<file path="config.mk">
export PLATFORM = sky130hd
export DESIGN_NAME = cam_pixel_capture
export DESIGN_NICKNAME = d
export VERILOG_FILES = /design/src/rtl/cam_pkg.sv /design/src/rtl/cam_byte_packer.sv /design/src/rtl/cam_pixel_capture.sv
export SDC_FILE = /design/constraint.sdc
export NUM_CORES = 1
export LEC_CHECK = 0
export ABC_AREA = 1
export CAP_MARGIN = 15
export CORE_MARGIN = 2
export CORE_UTILIZATION = 25
export DETAILED_ROUTE_END_ITERATION = 12
export PLACE_DENSITY = 0.42
export SLEW_MARGIN = 20
export SYNTH_ARGS = -nofsm -noshare
export SYNTH_HDL_FRONTEND = slang
export SYNTH_SLANG_ARGS = --single-unit
</file>
<file path="constraint.sdc">
create_clock -name clk -period 2.4 [get_ports clk]
set_input_delay 0.72 -clock clk [delete_from_list [all_inputs] [get_ports clk]]
set_output_delay 0.72 -clock clk [all_outputs]
set_load 0.005 [all_outputs]
</file>
<file path="src/rtl/cam_pkg.sv">
// Shared definitions for the camera capture path: RGB565 field layout,
// default frame geometry, FSM state encoding and the gray conversion helper.
package cam_pkg;

  localparam int R_LSB = 11;
  localparam int R_W   = 5;
  localparam int G_LSB = 5;
  localparam int G_W   = 6;
  localparam int B_LSB = 0;
  localparam int B_W   = 5;

  localparam int H_ACTIVE_DEF = 640;
  localparam int V_ACTIVE_DEF = 480;

  typedef enum logic [1:0] {
    SKIP    = 2'd0,
    IDLE    = 2'd1,
    CAPTURE = 2'd2
  } cam_state_e;

  // Y = R5*8 + G6*4 + B5*2, saturated to 8 bits (maximum raw sum is 562)
  function automatic logic [7:0] rgb565_to_gray(input logic [15:0] px);
    logic [9:0] sum;
    sum = {2'b00, px[R_LSB +: R_W], 3'b000}
        + {2'b00, px[G_LSB +: G_W], 2'b00}
        + {4'b0000, px[B_LSB +: B_W], 1'b0};
    return (sum > 10'd255) ? 8'hFF : sum[7:0];
  endfunction

endpackage

</file>
<file path="src/rtl/cam_byte_packer.sv">
// Pairs camera bytes into 16-bit pixel words (high byte first).
// With CAM_GRAY_EN defined the word becomes {8'h00, Y} instead of RGB565.
module cam_byte_packer
  import cam_pkg::*;
(
  input  logic        clk,
  input  logic        rst_n,
  input  logic        valid,
  input  logic [7:0]  data,
  output logic        word_valid,
  output logic [15:0] word
);

  logic       phase_r;
  logic [7:0] hi_r;
  logic [15:0] rgb_s;

  // Byte phase toggles on every valid byte; any gap discards a half word
  always_ff @(posedge clk or negedge rst_n) begin
    if (!rst_n) begin
      phase_r <= 1'b0;
      hi_r    <= 8'h00;
    end else if (valid) begin
      phase_r <= ~phase_r;
      if (!phase_r) begin
        hi_r <= data;
      end else begin
        hi_r <= hi_r;
      end
    end else begin
      phase_r <= 1'b0;
      hi_r    <= hi_r;
    end
  end

  assign rgb_s      = {hi_r, data};
  assign word_valid = valid & phase_r;

`ifdef CAM_GRAY_EN
  assign word = {8'h00, rgb565_to_gray(rgb_s)};
`else
  assign word = rgb_s;
`endif

endmodule

</file>
<file path="src/rtl/cam_pixel_capture.sv">
// Camera parallel-bus capture into the async pixel FIFO write side.
// Optional gray output selected by the CAM_GRAY_EN macro (see cam_byte_packer).
module cam_pixel_capture
  import cam_pkg::*;
#(
  parameter int H_ACTIVE    = H_ACTIVE_DEF,
  parameter int V_ACTIVE    = V_ACTIVE_DEF,
  parameter int SKIP_FRAMES = 2
) (
  input  logic        clk,
  input  logic        rst_n,
  input  logic        cam_vsync,
  input  logic        cam_href,
  input  logic [7:0]  cam_data,
  input  logic        capture_en,
  input  logic        full_fifo,
  output logic        wr_en,
  output logic [15:0] dout,
  output logic        frame_start,
  output logic        frame_done,
  output logic        overflow
);

  localparam int PIX_W  = $clog2(H_ACTIVE + 1);
  localparam int LINE_W = $clog2(V_ACTIVE + 1);
  localparam int SKIP_W = $clog2(SKIP_FRAMES + 2);

  logic              vsync_r;
  logic              vsync_d_r;
  logic              href_r;
  logic              href_d_r;
  logic [7:0]        data_r;
  cam_state_e        state_r;
  logic [SKIP_W-1:0] skip_cnt_r;
  logic [PIX_W-1:0]  pix_cnt_r;
  logic [LINE_W-1:0] line_cnt_r;

  logic              vsync_rise_s;
  logic              vsync_fall_s;
  logic              href_rise_s;
  logic              href_fall_s;
  logic              pack_valid_s;
  logic              word_valid_s;
  logic              line_ok_s;
  logic              pix_ok_s;
  logic [15:0]       word_s;

  // Single input register stage for the camera bus plus edge history
  always_ff @(posedge clk or negedge rst_n) begin
    if (!rst_n) begin
      vsync_r   <= 1'b0;
      vsync_d_r <= 1'b0;
      href_r    <= 1'b0;
      href_d_r  <= 1'b0;
      data_r    <= 8'h00;
    end else begin
      vsync_r   <= cam_vsync;
      vsync_d_r <= vsync_r;
      href_r    <= cam_href;
      href_d_r  <= href_r;
      data_r    <= cam_data;
    end
  end

  assign vsync_rise_s = vsync_r & ~vsync_d_r;
  assign vsync_fall_s = ~vsync_r & vsync_d_r;
  assign href_rise_s  = href_r & ~href_d_r;
  assign href_fall_s  = ~href_r & href_d_r;
  assign line_ok_s    = (line_cnt_r < LINE_W'(V_ACTIVE));
  assign pix_ok_s     = (pix_cnt_r < PIX_W'(H_ACTIVE));
  // A vsync rise mid-line ends the frame, so its byte never completes a word
  assign pack_valid_s = (state_r == CAPTURE) & href_r & ~vsync_rise_s;

  cam_byte_packer u_packer (
    .clk        (clk),
    .rst_n      (rst_n),
    .valid      (pack_valid_s),
    .data       (data_r),
    .word_valid (word_valid_s),
    .word       (word_s)
  );

  // Frame FSM, pixel/line geometry counters and registered FIFO-side outputs
  always_ff @(posedge clk or negedge rst_n) begin
    if (!rst_n) begin
      state_r     <= SKIP;
      skip_cnt_r  <= '0;
      pix_cnt_r   <= '0;
      line_cnt_r  <= '0;
      wr_en       <= 1'b0;
      dout        <= 16'h0000;
      frame_start <= 1'b0;
      frame_done  <= 1'b0;
      overflow    <= 1'b0;
    end else begin
      wr_en       <= 1'b0;
      frame_start <= 1'b0;
      frame_done  <= 1'b0;
      case (state_r)
        SKIP: begin
          if (skip_cnt_r >= SKIP_W'(SKIP_FRAMES)) begin
            state_r <= IDLE;
          end else if (vsync_rise_s) begin
            skip_cnt_r <= skip_cnt_r + SKIP_W'(1);
          end
        end
        IDLE: begin
          if (vsync_fall_s && capture_en) begin
            state_r    <= CAPTURE;
            pix_cnt_r  <= '0;
            line_cnt_r <= '0;
          end
        end
        CAPTURE: begin
          if (vsync_rise_s) begin
            frame_done <= 1'b1;
            state_r    <= IDLE;
          end else begin
            if (href_rise_s && line_ok_s && (line_cnt_r == '0)) begin
              frame_start <= 1'b1;
            end
            // Dropped pixels still advance the count so geometry stays fixed
            if (word_valid_s) begin
              if (pix_ok_s && line_ok_s) begin
                if (!full_fifo) begin
                  wr_en <= 1'b1;
                  dout  <= word_s;
                end else begin
                  overflow <= 1'b1;
                end
              end
              if (pix_ok_s) begin
                pix_cnt_r <= pix_cnt_r + PIX_W'(1);
              end
            end
            if (href_fall_s) begin
              pix_cnt_r <= '0;
              if (line_ok_s) begin
                line_cnt_r <= line_cnt_r + LINE_W'(1);
              end
            end
          end
        end
        default: begin
          state_r <= SKIP;
        end
      endcase
    end
  end

endmodule

</file>
==> results.toml <==
[drt]
postRouteWirelength_mm = 6.42
first_iter_violations = 81
met2_length_mm = 2.77
drc = 0
wl_met1_mm = 3.19
ant_nets = 0
wl_met3_um = 283
top_layer_used = "met4"
avgViaCountPerCell = 4.18
num_vias = 2242
drtPass1Iterations = 4
post_drt_wl_per_cell_um = 12.0

[cts]
clock-sinks = 64
clk_latency_ns = 0.34
post_cts_buffers = 0
cts_tree = "done"
clkTransAtPathRegs_ns = 0.06
cts_max_path_buffers = 2
cts_resized = 0
cts-buffers-inserted = 9
holdBufCountCts = 0
cts_max_level = 3
root_buffer = "clkbuf_16"

[hold_path]
holdCritPathClass = "input port to asynchronous set/reset pin"

[placement]
numPortBuffers = 33
pre_cts_slack_ns = 0.225
place.gp.congestion = 0.787
hpwl_mm = 4.43

[floorplan]
die_w_um = 115
fp.coreArea_um2 = 12000
start_util_pct = 25.6
io_pins = 34
die_h_um = 115
num_rows = 40
die-area_um2 = 13200

[timing]
worst_pin_slew_ns = 0.385
maxSlewViolCount = 0
skew_ns = 0.00528
setup_ws_ns = 0.457
fin_hold_ws_ns = 0.376
max_freq_mhz = 515
rsz0062_at_grt = "no"
setup_viol = 0
hold_violations = 0
max-slew-margin-rel_pct = 74.3
finalCritPeriodShare_pct = 81.0
tns_ns = 0
min_period_ns = 1.94

[synth]
ys.flop_type = "dfrtp_1"
synth_top_area_share_pct = 52.2
synth-seq-cells = 64
synthTopCellsByArea = "dfrtp_1 (52%), nand2_1 (13%), inv_1 (3.8%)"
synthArstFlopShare_pct = 100
syn_avg_cell_area_um2 = 8.98
ys_top_cells_by_count = "nand2_1 (110), dfrtp_1 (64), inv_1 (31)"
synth_edf_count = 0
yosysTopAreaCell = "dfrtp_1"
yosysSeqAreaShare_pct = 52.2
synthDistinctLibCells = 32
synth_area_um2 = 3070
syn_nets = 365
syn_inst = 342
ys_warn_count = 0
yosysMostFrequentCell = "nand2_1"

[flow_run]
cap_violations = 0

[final_layout]
diodes = 0
drive_above_1_share_pct = 16.7
nets = 407
syn_to_final_growth_pct = 25.9
fill_cells = 1259

[power_and_ir_drop]
leakage_nw = 1.81
power.total_mw = 3.55
power_density_nw_per_um2 = 918
irDropWorstVdd_mv = 0.341

[worst_setup_path]
max_stage_delay_ns = 0.51
path_delay_family = "buffers and inverters"
crit_fanout = 2
crit_arrival_ns = 1.22
critPathBufInv = 1
worstPathCellList = "clkdlybuf4s50_1"
critPathCaptureType = "primary output"
required_ns = 1.68
cp-start-kind = "flop"
cpMaxStageDelayCell = "clkdlybuf4s50_1"
crit_type = "flop to primary output"

[status]
status = "complete, no violations"

[grt]
grt_pass1_vias = 2252
grt_antenna_before_repair = 0
grt_first_pass_wirelength_mm = 11.1
grt-ovfl-total = 0
grt_max_degree = 65
track_usage_pct = 11.0
==> final cells by class <==
class	instances	area, um2	area share [%]
multi-input combinational	229	1250	32.2
timing repair buffer	37	368	9.51
sequential	64	1600	41.4
clock buffer	9	225	5.83
tap	147	184	4.76
clock inverter	7	80.1	2.07
inverter	43	161	4.17
==> flip-flops by register name, indices dropped and copies added (netlist names) <==
register          count
state_r               2
href_d_r              1
data_r                8
pix_cnt_r            10
frame_done            1
u_packer.phase_r      1
vsync_d_r             1
skip_cnt_r            2
u_packer.hi_r         8
href_r                1
vsync_r               1
dout                 16
line_cnt_r            9
frame_start           1
overflow              1
wr_en                 1
==> stage by stage <==
stage	area (um2)	util (%)	instances
5_1_grt	3870	32.2	536
4_1_cts	3870	32.2	536
2_1_floorplan	3070	-	342
3_5_place_dp	3560	29.6	520
3_3_place_gp	3560	29.6	520
6_report	3870	32.2	536
==> logic make-up (layout without fill, tap and decap cells) <==
group | Yosys count | in the layout | synth area share [%]
simple gates | 179 | 179 | 27.8
flops | 64 | 64 | 52.2
compound gates | 34 | 34 | 7.17
fa+ha+maj | 9 | 9 | 3.67
buf+inv | 49 | 96 | 7.25
xor+xnor | 7 | 7 | 2.00
==> layer usage <==
layer / GRT usage, % / vias up
li1: - / 1160
met1: 14.6 / 1034
met2: 15.7 / 35
met5: 0 / -
met4: 6.91 / 0
met3: 3.06 / 13
==> worst paths after layout <==
path	from	to	slack [ns]	cells after the start
worst min register to register	u_packer.hi_r[6]	dout[14]	0.47	2
worst min-delay path	rst_n	dout[8]	0.38	2
min in group clk	u_packer.hi_r[6]	dout[14]	0.47	2
max in group asynchronous	rst_n	line_cnt_r[0]	1.71	2
worst max register to register	state_r[0]	line_cnt_r[7]	0.48	8
worst max-delay path	overflow	overflow	0.46	1
==> power by group <==
part,switching [mW],total (mW),internal [mW]
combinational,0.529,0.866,0.337
clock,0.525,1.34,0.814
sequential,0.0992,1.34,1.24
==> cell usage in the layout (no fill, tap or decap), types with 2 or more instances in the layout <==
| master | instances |
|---|---|
| a21oi_1 | 2 |
| buf_4 | 3 |
| clkbuf_16 | 9 |
| clkdlybuf4s50_1 | 32 |
| clkinv_1 | 2 |
| clkinv_4 | 2 |
| clkinvlp_4 | 2 |
| dfrtp_1 | 64 |
| ha_1 | 9 |
| inv_1 | 31 |
| inv_2 | 10 |
| inv_6 | 2 |
| nand2_1 | 110 |
| nand2_2 | 7 |
| nand3_1 | 23 |
| nand3_2 | 3 |
| nand4_1 | 5 |
| nor2_1 | 16 |
| nor2_2 | 4 |
| nor2_4 | 3 |
| nor2_8 | 2 |
| o21ai_0 | 7 |
| o21ai_1 | 11 |
| o21ai_2 | 11 |
| o21bai_1 | 2 |
| xnor2_1 | 4 |
| xor2_1 | 3 |
No activity file was read; power rests on OpenSTA's default activity.
==> edit 1 (config.mk and constraints unchanged) <==
Take the reset off `data_r` and load it in a clocked block of its own.
--- a/src/rtl/cam_pixel_capture.sv
+++ b/src/rtl/cam_pixel_capture.sv
@@ -52,14 +52,16 @@
       vsync_d_r <= 1'b0;
       href_r    <= 1'b0;
       href_d_r  <= 1'b0;
-      data_r    <= 8'h00;
     end else begin
       vsync_r   <= cam_vsync;
       vsync_d_r <= vsync_r;
       href_r    <= cam_href;
       href_d_r  <= href_r;
-      data_r    <= cam_data;
     end
+  end
+
+  always_ff @(posedge clk) begin
+    data_r <= cam_data;
   end
 
   assign vsync_rise_s = vsync_r & ~vsync_d_r;
Function: no difference found for any inputs over 10 cycles, from zero or initial values and one cycle with rst_n low; that may be too few to reach the edited logic, so the function may still have changed.
==> edit 1 against the unedited design <==
Final area up 0.19%; worst setup slack worse by 0.0085 ns; routed wire length down 0.12%; sequential power about the same; power up 4.4%; worst hold slack worse by 0.040 ns; count of clock-buffer cells in the layout unchanged; sequential cell count unchanged; synthesized area down 1.3%.
==> edit 1: results <==
{
  "async_flop_share_pct": 87.50,
  "vias": 2219,
  "p_leak_nw": 1.816,
  "crit_fanout": 12,
  "drive_gt1_share_pct": 16.92,
  "netlist_instances": 342,
  "dp_cells": 521,
  "synth_common_cells": "110 x nand2_1, 56 x dfrtp_1, 31 x inv_1, 23 x nand3_1, 16 x nor2_1",
  "final-seq-area_um2": 1562,
  "grt_usage_pct": 10.92,
  "gp_congestion": 0.7718,
  "grt_max_degree": 36,
  "worst_ir_drop_vdd_mv": 0.4721,
  "vias_per_cell": 4.132,
  "ys_seq_area_share_pct": 51.53,
  "r2r_end": "line_cnt_r[8]",
  "synth.top_cells.by_area": "dfrtp_1 46%, nand2_1 14%, dfxtp_1 5.3%",
  "met2_wirelength_um": 2871,
  "wirelength_um": 6407,
  "syn-num-nets": 365,
  "place_area_um2": 3528,
  "m1WireLength_um": 3244,
  "clk_pin_slew_ns": 0.05,
  "relSlewSlack_pct": 70.19,
  "regToRegSetupSlack_ns": 0.45,
  "fin_crit_sh_pct": 81.33,
  "yosysUniqueCellTypes": 33,
  "reg2reg_depth": 9,
  "status": "finished clean",
  "hold_path.class": "input port to async pin",
  "synth_top_flop_cell": "dfrtp_1",
  "nets": 408,
  "wl_met3_um": 235,
  "grt_pass1_vias": 2276,
  "fin_worst_skew_ns": 0.005204,
  "dp_hpwl_um": 4523,
  "path_class": "register to register",
  "top_regs": "dout: 16 flops, pix_cnt_r: 10 flops, line_cnt_r: 9 flops",
  "top_layer": "met4",
  "grt_pass1_wl_um": 11010,
  "pre_cts_ws_ns": 0.2450,
  "io_buffers": 33,
  "crit_arrival_ns": 2.16,
  "drt_iter0_markers": 64,
  "postCtsSetupRepairBufs": 0,
  "n_fill_cell": 1240
}
[edit 1: cell types whose count changed after synthesis, sizes merged]
cell / change
dfrtp: -8
dfxtp: +8
[edit 1: worst min-delay path by stage]
stage | endpoint | from | cells after the start | slack (ns)
global placement | dout[2] | data_r[2] | 2 | 0.44
detailed placement | dout[7] | data_r[7] | 2 | 0.43
global route | wr_en | rst_n | 1 | 0.36
finish | wr_en | rst_n | 1 | 0.34
floorplan | dout[0] | rst_n | 0 | 0.42
CTS | state_r[1] | rst_n | 1 | 0.34
[edit 1: cell families (layout without fill, tap and decap cells)]
kind of cell / count (synthesis) / after routing / share of synthesized area [%]
fa+ha+maj: 9 / 9 / 3.716
xor+xnor: 7 / 7 / 2.023
compound gates: 34 / 34 / 7.266
simple gates: 179 / 179 / 28.12
buf+inv: 49 / 97 / 7.349
flops: 64 / 64 / 51.53
[edit 1: area by class of cell]
type,instances,area share (%)
tap,147,4.748
clock inverter,7,3.101
sequential,64,40.31
clock buffer,9,5.814
multi-input combinational,229,32.17
inverter,43,4.167
timing repair buffer,38,9.690
[edit 1: worst max-delay path: stages, from the launching register on]
cell,delay (ns)
dfrtp_1,0.40
inv_1,0.10
ha_1,0.21
buf_4,0.19
inv_2,0.21
nand2_1,0.09
nand2_2,0.09
nand4_2,0.31
nand2_1,0.17
o21ai_2,0.06
[edit 1: power breakdown]
group / switching [mW] / leakage, nW / total, mW / internal, mW
registers: 0.0966 / 0.818 / 1.34 / 1.24
clock network: 0.487 / 0.166 / 1.50 / 1.02
logic: 0.527 / 0.832 / 0.864 / 0.337
[edit 1: metal layers]
layer	up-vias	global-route usage [%]
met5	-	0
met4	0	3.821
met3	5	3.335
met2	39	16.83
met1	1015	14.58
li1	1160	-
==> edit 2 (same settings) <==
Made on the original files. The package constant `H_ACTIVE_DEF` goes from 640 to 320.
--- a/src/rtl/cam_pkg.sv
+++ b/src/rtl/cam_pkg.sv
@@ -9,7 +9,7 @@
   localparam int B_LSB = 0;
   localparam int B_W   = 5;
 
-  localparam int H_ACTIVE_DEF = 640;
+  localparam int H_ACTIVE_DEF = 320;
   localparam int V_ACTIVE_DEF = 480;
 
   typedef enum logic [1:0] {
Function: no difference found for any inputs over 10 cycles, from zero or initial values and one cycle with rst_n low; that may be too few to reach the edited logic, so the function may still have changed.
==> edit 2 against the unedited design <==
Sequential share of layout area rose by 0.24 points; fmax rose by 0.37%; highest routed layer unchanged; synthesized area fell by 3.6%; largest cell class unchanged; die area fell by 3.5%; cell count fell by 3.5%; final area fell by 2.1%; global-route usage fell by 0.37 points; worst setup slack improved by 0.0072 ns; routed wire length fell by 5.2%; largest power group is now clock; utilization rose by 0.81 points; critical endpoint is now dout[10]; sequential cell count fell by 1; combinational power fell by 2%; power rose by 0.21%.
==> edit 2: results <==
{
  "status": "finished clean",
  "worst_ir_drop_vdd_mv": 0.4316,
  "r2r_start": "state_r[0]",
  "p_leak_nw": 1.822,
  "top_regs": "dout: 16 flops, line_cnt_r: 9 flops, pix_cnt_r: 9 flops",
  "clk_pin_slew_ns": 0.05,
  "tightestPinTransition_ns": 0.4060,
  "pre_cts_ws_ns": 0.2725,
  "startpoint": "dout[10]",
  "max_freq_mhz": 516.4,
  "crit_fanout": 2,
  "synth_top_flop_cell": "dfrtp_1",
  "dr.pass1.iters": 4,
  "ys_seq_area_share_pct": 53.28,
  "gp_congestion": 0.7785,
  "dp_cells": 501,
  "drt_iter0_markers": 76,
  "vias_per_cell": 4.161,
  "regToRegSetupSlack_ns": 0.58,
  "grt_pass1_wl_um": 10670,
  "dp_hpwl_um": 4261,
  "cp_slowest_stage_delay_ns": 0.52,
  "num_antenna_cells": 0,
  "syn-num-nets": 349,
  "postCtsSetupRepairBufs": 0,
  "synth_common_cells": "105 x nand2_1, 63 x dfrtp_1, 36 x inv_1, 15 x nand3_1, 14 x o21ai_0",
  "cts-root-buf": "clkbuf_16",
  "crit_path_top_delay_cell": "clkdlybuf4s50_1",
  "numCtsBuffers": 9,
  "grt_pass1_vias": 2200,
  "nets": 392,
  "worstSetupEndpoint": "dout[10]",
  "place_area_um2": 3468,
  "grt_max_degree": 35,
  "fin_worst_skew_ns": 0.002879,
  "n_fill_cell": 1160,
  "yosysUniqueCellTypes": 29,
  "grt_usage_pct": 10.61,
  "synth.top_cells.by_area": "dfrtp_1 53%, nand2_1 13%, inv_1 4.6%",
  "cts.repair.resized": 0,
  "netlist_instances": 326,
  "drive_gt1_share_pct": 15.51,
  "stdcell_count": 517,
  "r2r_end": "pix_cnt_r[6]",
  "wl_per_cell_um": 11.76,
  "power.internal_mw": 2.472,
  "reg2reg_depth": 9,
  "grt_antenna_before_repair": 0
}
edit 2: area by class of cell:
type                       instances  area (µm²)  area share (%)
sequential                        63        1577           41.67
tap                              143       178.9           4.729
clock buffer                      11       232.7           6.151
clock inverter                     5       82.58           2.183
timing repair buffer              37       392.9           10.38
multi-input combinational        217        1165           30.79
inverter                          41       155.1           4.101
edit 2: layer usage:
metal	track usage (%)	up-vias	routed length (µm)
li1	-	1116	-
met5	0	-	0
met3	4.392	5	359
met2	15.73	44	2623
met1	14.22	986	3032
met4	3.171	0	65
edit 2: kinds of logic after synthesis:
| family | synth area share, % |
|---|---|
| AO/OA/AOI/OAI | 7.188 |
| XOR/XNOR | 2.072 |
| adder cells (fa/ha/maj) | 3.806 |
| buffers and inverters | 7.357 |
| flip-flops | 53.28 |
| AND/OR/NAND/NOR | 26.30 |
edit 2: how the worst min path moves through the flow:
stage / slack [ns] / startpoint / end / depth (start not counted)
2_1_floorplan: 0.37 / href_r / href_d_r / 0
3_3_place_gp: 0.39 / vsync_r / vsync_d_r / 0
3_5_place_dp: 0.39 / vsync_r / vsync_d_r / 0
4_1_cts: 0.32 / rst_n / line_cnt_r[5] / 1
5_1_grt: 0.36 / rst_n / line_cnt_r[5] / 1
6_report: 0.32 / rst_n / line_cnt_r[5] / 1
edit 2: power by group through the flow:
stage                     sequential, mW  combinational, mW  clock (mW)
after floorplan                     1.33              0.595           0
after global placement              1.34              0.860           0
after detailed placement            1.34              0.863           0
after CTS                           1.32              0.867        1.43
after global routing                1.35              0.979        1.47
final                               1.32              0.848        1.39
